## config.mk

```make
export PLATFORM = sky130hd
export DESIGN_NAME = rep_2_flat
export DESIGN_NICKNAME = d
export VERILOG_FILES = /design/src/rtl/rep_2_if.sv /design/src/rtl/rep_2.sv /design/src/flat_wrapper.sv
export SDC_FILE = /design/constraint.sdc
export NUM_CORES = 1
export LEC_CHECK = 0
export ABC_AREA = 1
export CORE_ASPECT_RATIO = 1.5
export CORE_MARGIN = 2
export CORE_UTILIZATION = 33
export DETAILED_ROUTE_END_ITERATION = 8
export PLACE_DENSITY = 0.93
export SKIP_LAST_GASP = 1
export SYNTH_ARGS = -nofsm -noshare
export SYNTH_HDL_FRONTEND = slang
export SYNTH_SLANG_ARGS = --single-unit
```

## constraint.sdc

```tcl
create_clock -name clk -period 1.2 [get_ports clk]
set_clock_uncertainty 0.2 [all_clocks]
set_input_delay 0.24 -clock clk [delete_from_list [all_inputs] [get_ports clk]]
set_output_delay 0.24 -clock clk [all_outputs]
set_load 0.03 [all_outputs]
```

## src/rtl/rep_2_if.sv

```systemverilog
// Bundle for rep_2: five operand bits in, equality matrix and stats out.
// master drives a..e and reads results; slave is the rep_2 side.
interface rep_2_if;
    logic        a;
    logic        b;
    logic        c;
    logic        d;
    logic        e;
    logic [24:0] out;
    logic [24:0] out_q;
    logic        all_eq;
    logic [4:0]  match_cnt;

    modport master (
        output a, b, c, d, e,
        input  out, out_q, all_eq, match_cnt
    );

    modport slave (
        input  a, b, c, d, e,
        output out, out_q, all_eq, match_cnt
    );
endinterface

```

## src/rtl/rep_2.sv

```systemverilog
// rep_2: 5x5 pairwise bit-equality (XNOR) matrix with registered copy,
// all-equal flag and optional popcount stage (macro REP2_STATS_EN).
// Ports: clk, rst_n (async active-low), bus (rep_2_if.slave):
//   a..e in; out (comb), out_q/all_eq (1 cycle), match_cnt (2 cycles).
module rep_2 (
    input  logic  clk,
    input  logic  rst_n,
    rep_2_if.slave bus
);
    logic [4:0]  v;
    logic [24:0] mat;
    logic [24:0] mat_d, mat_q;
    logic        all_eq_d, all_eq_q;

    assign v = {bus.a, bus.b, bus.c, bus.d, bus.e};

    // Row i (MSB first) is v_i replicated, XNORed against the whole vector.
    assign mat = ~({{5{bus.a}}, {5{bus.b}}, {5{bus.c}},
                    {5{bus.d}}, {5{bus.e}}} ^ {5{v}});

    assign mat_d    = mat;
    assign all_eq_d = &mat;

    always_ff @(posedge clk or negedge rst_n) begin
        if (!rst_n) begin
            mat_q    <= '0;
            all_eq_q <= 1'b0;
        end else begin
            mat_q    <= mat_d;
            all_eq_q <= all_eq_d;
        end
    end

    assign bus.out    = mat;
    assign bus.out_q  = mat_q;
    assign bus.all_eq = all_eq_q;

`ifdef REP2_STATS_EN
    logic [4:0] cnt_d, cnt_q;

    // Popcount of the registered matrix, registered again.
    always_comb begin
        cnt_d = '0;
        for (int k = 0; k < 25; k++) begin
            cnt_d = cnt_d + {4'b0, mat_q[k]};
        end
    end

    always_ff @(posedge clk or negedge rst_n) begin
        if (!rst_n) begin
            cnt_q <= '0;
        end else begin
            cnt_q <= cnt_d;
        end
    end

    assign bus.match_cnt = cnt_q;
`else
    assign bus.match_cnt = 5'd0;
`endif
endmodule

```

## src/flat_wrapper.sv

```systemverilog
// flat-port wrapper written by rule: the top's interface ports become plain ports
module rep_2_flat 
  (clk, rst_n, bus_a, bus_b, bus_c, bus_d, bus_e, bus_out, bus_out_q, bus_all_eq, bus_match_cnt);
  rep_2_if bus_i ();
  input  logic clk;
  input  logic rst_n;
  input wire logic [$bits(bus_i.a)-1:0] bus_a;
  input wire logic [$bits(bus_i.b)-1:0] bus_b;
  input wire logic [$bits(bus_i.c)-1:0] bus_c;
  input wire logic [$bits(bus_i.d)-1:0] bus_d;
  input wire logic [$bits(bus_i.e)-1:0] bus_e;
  output wire logic [$bits(bus_i.out)-1:0] bus_out;
  output wire logic [$bits(bus_i.out_q)-1:0] bus_out_q;
  output wire logic [$bits(bus_i.all_eq)-1:0] bus_all_eq;
  output wire logic [$bits(bus_i.match_cnt)-1:0] bus_match_cnt;
  assign bus_i.a = bus_a;
  assign bus_i.b = bus_b;
  assign bus_i.c = bus_c;
  assign bus_i.d = bus_d;
  assign bus_i.e = bus_e;
  assign bus_out = bus_i.out;
  assign bus_out_q = bus_i.out_q;
  assign bus_all_eq = bus_i.all_eq;
  assign bus_match_cnt = bus_i.match_cnt;
  rep_2 u_core (.clk(clk), .rst_n(rst_n), .bus(bus_i));
endmodule
```

==> flow_metrics.py, run 1 <==
metrics = {
    "status": {
        "outcome": "finished with violations",
        "violations": "setup timing",
    },
    "timing": {
        "slew_viol_final": 0,
        "setup_viol": 42,
        "holdWs_ps": 79.77,
        "finalHoldViolCount": 0,
        "layout_min_cycle_time_ps": 1296,
        "rsz0062_at_grt": "yes",
        "finalCritPeriodShare_pct": 108.0,
        "max_freq_ghz": 0.7718,
        "setup_ws_ps": -95.74,
    },
    "run": {
        "cap_violations": 0,
    },
    "floorplan": {
        "die_h_um": 61.39,
        "io_pins": 63,
        "rows": 20,
        "die_width_um": 42.26,
        "dieArea_um2": 2594,
        "start_util_pct": 35.30,
        "coreArea_um2": 2052,
    },
    "routing": {
        "vias": 619,
        "post_drt_wl_per_cell_um": 14.15,
        "drtIter0Drc": 11,
        "viasPerCell": 4.269,
        "ant_nets": 0,
        "drc": 0,
        "wl_um": 2052,
        "firstDrtPassIters": 4,
    },
    "cells_and_area": {
        "area_delta_synth_final_pct": 103.3,
        "n_antenna_cell": 0,
        "fillers": 131,
        "drive_gt1_share_pct": 73.17,
        "layout.nets": 132,
    },
    "global_routing": {
        "grt_antenna_before_repair": 0,
        "track_usage_pct": 14.41,
        "grt_overflow_total": 0,
        "grt_start_max_net_pins": 13,
        "grt_pass1_vias": 608,
        "grt_pass1_wl_um": 2753,
    },
    "worst_setup_path": {
        "cp-end-kind": "primary output",
        "cpPeakStageDelay_ps": 420,
        "worst_path_max_delay_cell": "dfrtp_1",
        "worst-path-buf-inv": 1,
        "crit_fanout": 5,
        "critical-path-top-delay-family": "flip-flops",
        "cp.required_ps": 760,
        "timing_worst_setup_path_type": "reg -> out",
        "path_cells": "buf_4",
        "setup.worst_path.start": "u_core.bus.out_q[18]$_DFF_PN0_",
        "critical_path_arrival_ps": 860,
        "worst_setup_path_start_kind": "register",
    },
    "synthesis": {
        "netlist.top_cell.by_area": "dfrtp_1",
        "yosysTopAreaCellShare_pct": 41.45,
        "ys_types": 8,
        "synthCells": 77,
        "synthTopCellsByArea": "dfrtp_1 (41%), buf_4 (35%), nand2_1 (7.3%)",
        "yosysWarnings": 0,
        "synth_seq_cells": 12,
        "synth_enable_flop_cells": 0,
        "synth_most_common_cell": "buf_4",
        "netlist_top_cells_count": "buf_4 (34), nand2_1 (14), dfrtp_1 (12)",
        "ys_async_sr_fraction_pct": 100.0,
        "netlist_area_um2": 724.4,
        "synth.avg_cell_area_um2": 9.408,
        "ys.flop_type": "dfrtp_1",
        "yosysSeqAreaShare_pct": 41.45,
    },
    "clock_tree": {
        "cts-root-buf": "clkbuf_4",
        "htreeDepth": 1,
        "cts_sinks": 12,
        "tritoncts": "done",
        "cts_buffer_depth": 2,
        "clk_pin_slew_ps": 70,
        "cts_made_buffers": 3,
    },
    "pwr": {
        "ir_drop_uv": 726.3,
        "power.total_mw": 1.604,
        "power_density_nw_per_um2": 1089,
        "power_leakage_nw": 0.7531,
    },
    "worst_hold_path": {
        "hold_class": "in -> async",
    },
    "placement": {
        "portBuffers": 52,
        "gp_congestion": 0.6466,
        "dp_hpwl_um": 1326,
    },
}
==> kinds of logic (layout without fill, tap and decap cells) <==
group	Yosys count	count (layout)	synth area share (%)
flip-flops	12	12	41.45
AND/OR/NAND/NOR	15	15	7.771
buffers and inverters	42	79	42.49
other	2	11	1.037
XOR/XNOR	6	6	7.254
==> timing repair <==
action,in CTS,in global routing
hold buffers,0,0
pin swaps,9,8
gates resized for setup,82,16
buffers inserted,3,6
setup endpoints to repair,47,45
==> per-stage QoR <==
step / TNS (ps) / std cells / setup WS (ps) / utilization [%] / cell area (um2)
floorplan: -514.1 / 86 / -90.05 / - / 955.9
global placement: -11770 / 133 / -518.7 / 54.94 / 1127
detailed placement: -12600 / 133 / -542.6 / 54.94 / 1127
CTS: -2491 / 139 / -115.0 / 66.59 / 1366
global route: -3380 / 145 / -129.3 / 71.77 / 1473
finish: -2432 / 145 / -95.74 / 71.77 / 1473
==> per-layer routing <==
layer	GRT usage (%)	wire, um	vias up
li1	-	-	272
met1	12.38	521	297
met2	33.41	1340	45
met3	2.933	146	5
met4	1.339	42	0
met5	0	0	-
==> power by group <==
part           switching [mW]  leakage, nW  internal (mW)  total, mW
Sequential             0.0314        0.143          0.438      0.470
Clock                   0.112       0.0138          0.116      0.228
Combinational           0.504        0.596          0.403      0.906
==> registers in the layout, indices dropped and copies added (netlist names) <==
register,count
u_core.bus.all_eq,1
u_core.bus.out_q,11
==> layout by cell type, fill, tap and decap left out, types with 3 or more instances in the layout <==
master    instances
buf_6            44
buf_4            16
dfrtp_1          12
conb_1           11
buf_8             7
xnor2_4           6
nand2_1           5
nand2_4           5
nand2_2           4
inv_1             3
clkbuf_4          3
buf_12            3
==> path summary, 6_finish.rpt <==
kind                                                   to  slack (ps)  cells past startpoint
worst max-delay path                        bus_out_q[12]        -100                      1
worst min-delay path          u_core.bus.all_eq$_DFF_PN0_          80                      2
max in group asynchronous  u_core.bus.out_q[18]$_DFF_PN0_         570                      2
min in group clk           u_core.bus.out_q[14]$_DFF_PN0_          90                      3
==> area by class of cell <==
type,count,area (um2),share of cell area (%)
clock buffer,3,22.52,1.529
tap,22,27.53,1.869
multi-input combinational,32,310.3,21.07
inverter,5,21.27,1.444
timing repair buffer,71,790.8,53.70
sequential,12,300.3,20.39
(Power assumes the default switching activity.)
==> run 2: changes to the inputs <==
--- a/config.mk
+++ b/config.mk
@@ -6,11 +6,14 @@
 export NUM_CORES = 1
 export LEC_CHECK = 0
 export ABC_AREA = 1
+export CAP_MARGIN = 20
+export CELL_PAD_IN_SITES_DETAIL_PLACEMENT = 1
+export CELL_PAD_IN_SITES_GLOBAL_PLACEMENT = 2
 export CORE_ASPECT_RATIO = 1.5
 export CORE_MARGIN = 2
-export CORE_UTILIZATION = 33
+export CORE_UTILIZATION = 17
 export DETAILED_ROUTE_END_ITERATION = 8
-export PLACE_DENSITY = 0.93
+export PLACE_DENSITY = 0.94
 export SKIP_LAST_GASP = 1
 export SYNTH_ARGS = -nofsm -noshare
 export SYNTH_HDL_FRONTEND = slang
==> run 2 against run 1 <==
The flow still finishes with violations (setup timing). Worst hold slack improved by 26 ps. Die area up 85%. Clock power up 85%. Critical path depth unchanged. Cell area grew 8.7%. First-iteration DRC count down 91%. Combinational power grew 2.4%. Clock-buffer cell count rose by 1. Maximum frequency up 1.3%. Highest routed layer unchanged.
==> flow_metrics.py, run 2 (synthesized netlist as in run 1, its figures left out) <==
metrics = {
    "routing": {
        "vias": 628,
        "firstDrtPassIters": 2,
        "wl_um": 1856,
        "drc": 0,
        "ant_nets": 0,
        "drtIter0Drc": 1,
        "viasPerCell": 3.589,
        "post_drt_wl_per_cell_um": 10.61,
    },
    "pwr": {
        "power.total_mw": 1.821,
        "p_sw_mw": 0.6664,
        "netSwitchingFraction_pct": 36.59,
        "power_density_nw_per_um2": 1138,
        "clock_power_share_pct": 23.1,
        "power_leakage_nw": 0.8012,
        "pwr-share-comb_pct": 50.9,
        "power.internal_mw": 1.155,
        "ir_drop_uv": 625.6,
        "seq_power_share_pct": 25.9,
    },
    "global_routing": {
        "grt_overflow_total": 0,
        "grt_pass1_vias": 622,
        "busiest_layer": "met2",
        "grt_pass1_wl_um": 2973,
        "met3_usage_pct": 1.705,
        "grt_start_max_net_pins": 13,
        "track_usage_pct": 7.896,
        "grt_antenna_before_repair": 0,
        "grtUsageMet1_pct": 7.464,
        "gr-usage-met2_pct": 15.26,
    },
    "worst_setup_path": {
        "critical_path_arrival_ps": 840,
        "worst-path-buf-inv": 1,
        "cp.required_ps": 760,
        "path_cells": "buf_6",
        "worst_setup_path_start_kind": "register",
        "critical-path-top-delay-family": "flip-flops",
        "cpPeakStageDelay_ps": 450,
        "crit_fanout": 5,
        "worst_path_max_delay_cell": "dfrtp_2",
        "timing_worst_setup_path_type": "reg -> out",
        "cp-end-kind": "primary output",
    },
    "cells_and_area": {
        "area_delta_synth_final_pct": 120.9,
        "fin_cells": 175,
        "drive_gt1_share_pct": 76.74,
        "largest_reg_flops": 11,
        "layout.nets": 137,
        "final_common_cell": "buf_6",
        "n_antenna_cell": 0,
        "final_cell_mix": "buf_6 (51), buf_4 (15), conb_1 (11), dfrtp_1 (11), buf_8 (8)",
    },
    "floorplan": {
        "die_width_um": 57.30,
        "rows": 29,
        "io_pins": 63,
        "coreArea_um2": 4173,
        "dieArea_um2": 4810,
        "die_h_um": 83.95,
        "start_util_pct": 17.36,
    },
    "timing": {
        "rsz0062_at_grt": "yes",
        "finalHoldViolCount": 0,
        "fin_setup_tns_ps": -1637,
        "setup_viol": 43,
        "slew_viol_final": 0,
        "setup_ws_ps": -78.80,
        "max_freq_ghz": 0.7820,
        "finalCritPeriodShare_pct": 106.6,
        "layout_min_cycle_time_ps": 1279,
    },
    "status": {
        "violations": "setup timing",
        "outcome": "finished with violations",
    },
    "run": {
        "cap_violations": 0,
    },
    "clock_tree": {
        "clk_pin_slew_ps": 50,
        "cts_sinks": 12,
        "htreeDepth": 1,
        "cts-root-buf": "clkbuf_8",
        "tritoncts": "done",
        "cts_made_buffers": 3,
        "ctsHoldBuffers": 0,
        "cts_buffer_depth": 2,
    },
    "placement": {
        "portBuffers": 52,
        "dp_hpwl_um": 1568,
        "dp_slack_ps": -552.3,
        "post-place-cells": 161,
        "gp_congestion": 0.6520,
    },
    "worst_hold_path": {
        "hold_class": "in -> async",
    },
}
run 2: cell types whose count changed in the layout (fill, tap and decap cells not counted), moves of 2 or more:
cell      previous run  this run
buf_6               44        51
clkbuf_8             0         4
clkbuf_4             3         0
buf_12               3         1
inv_1                3         1
nand2_2              4         2
nand2_4              5         7
run 2: per-layer routing:
metal | share of wire, % | routed length (um)
met1 | 29 | 534
met2 | 59 | 1100
met3 | 9.9 | 184
met4 | 1.9 | 36
met5 | 0 | 0
run 2: stage by stage:
stage | hold WS (ps) | cell area (um2) | util [%]
6_report | 105.4 | 1600 | 38.35
5_1_grt | 114.6 | 1600 | 38.35
4_1_cts | 105.8 | 1494 | 35.80
3_5_place_dp | 351.2 | 1187 | 28.46
3_3_place_gp | 351.0 | 1187 | 28.46
2_1_floorplan | -255.6 | 955.9 | -
run 2: power groups by stage:
stage | clock, mW | sequential (mW) | combinational (mW)
floorplan | 0 | 0.532 | 0.536
detailed placement | 0 | 0.465 | 0.759
global placement | 0 | 0.463 | 0.752
global route | 0.455 | 0.476 | 0.968
CTS | 0.438 | 0.470 | 0.889
finish | 0.422 | 0.472 | 0.928
run 2: final cells by class:
type | instances | area [um2]
clock buffer | 4 | 55.05
timing repair buffer | 76 | 837.1
fill | 432 | 2572
tap | 46 | 57.56
sequential | 12 | 301.5
inverter | 5 | 28.78
multi-input combinational | 32 | 320.3
run 2: final timing paths:
check	startpoint	end	slack (ps)	cells past startpoint
max in group asynchronous	rst_n	u_core.bus.out_q[18]$_DFF_PN0_	540	2
hold / removal	rst_n	u_core.bus.out_q[11]$_DFF_PN0_	110	2
setup / recovery	u_core.bus.out_q[18]$_DFF_PN0_	bus_out_q[12]	-80	1
min in group clk	bus_c	u_core.bus.out_q[11]$_DFF_PN0_	130	3
run 2: timing repair:
| item | CTS | global route |
|---|---|---|
| setup endpoints to repair | 51 | 46 |
| buffers inserted | 5 | 5 |
| pin swaps | 9 | 9 |
| resized for setup | 88 | 21 |
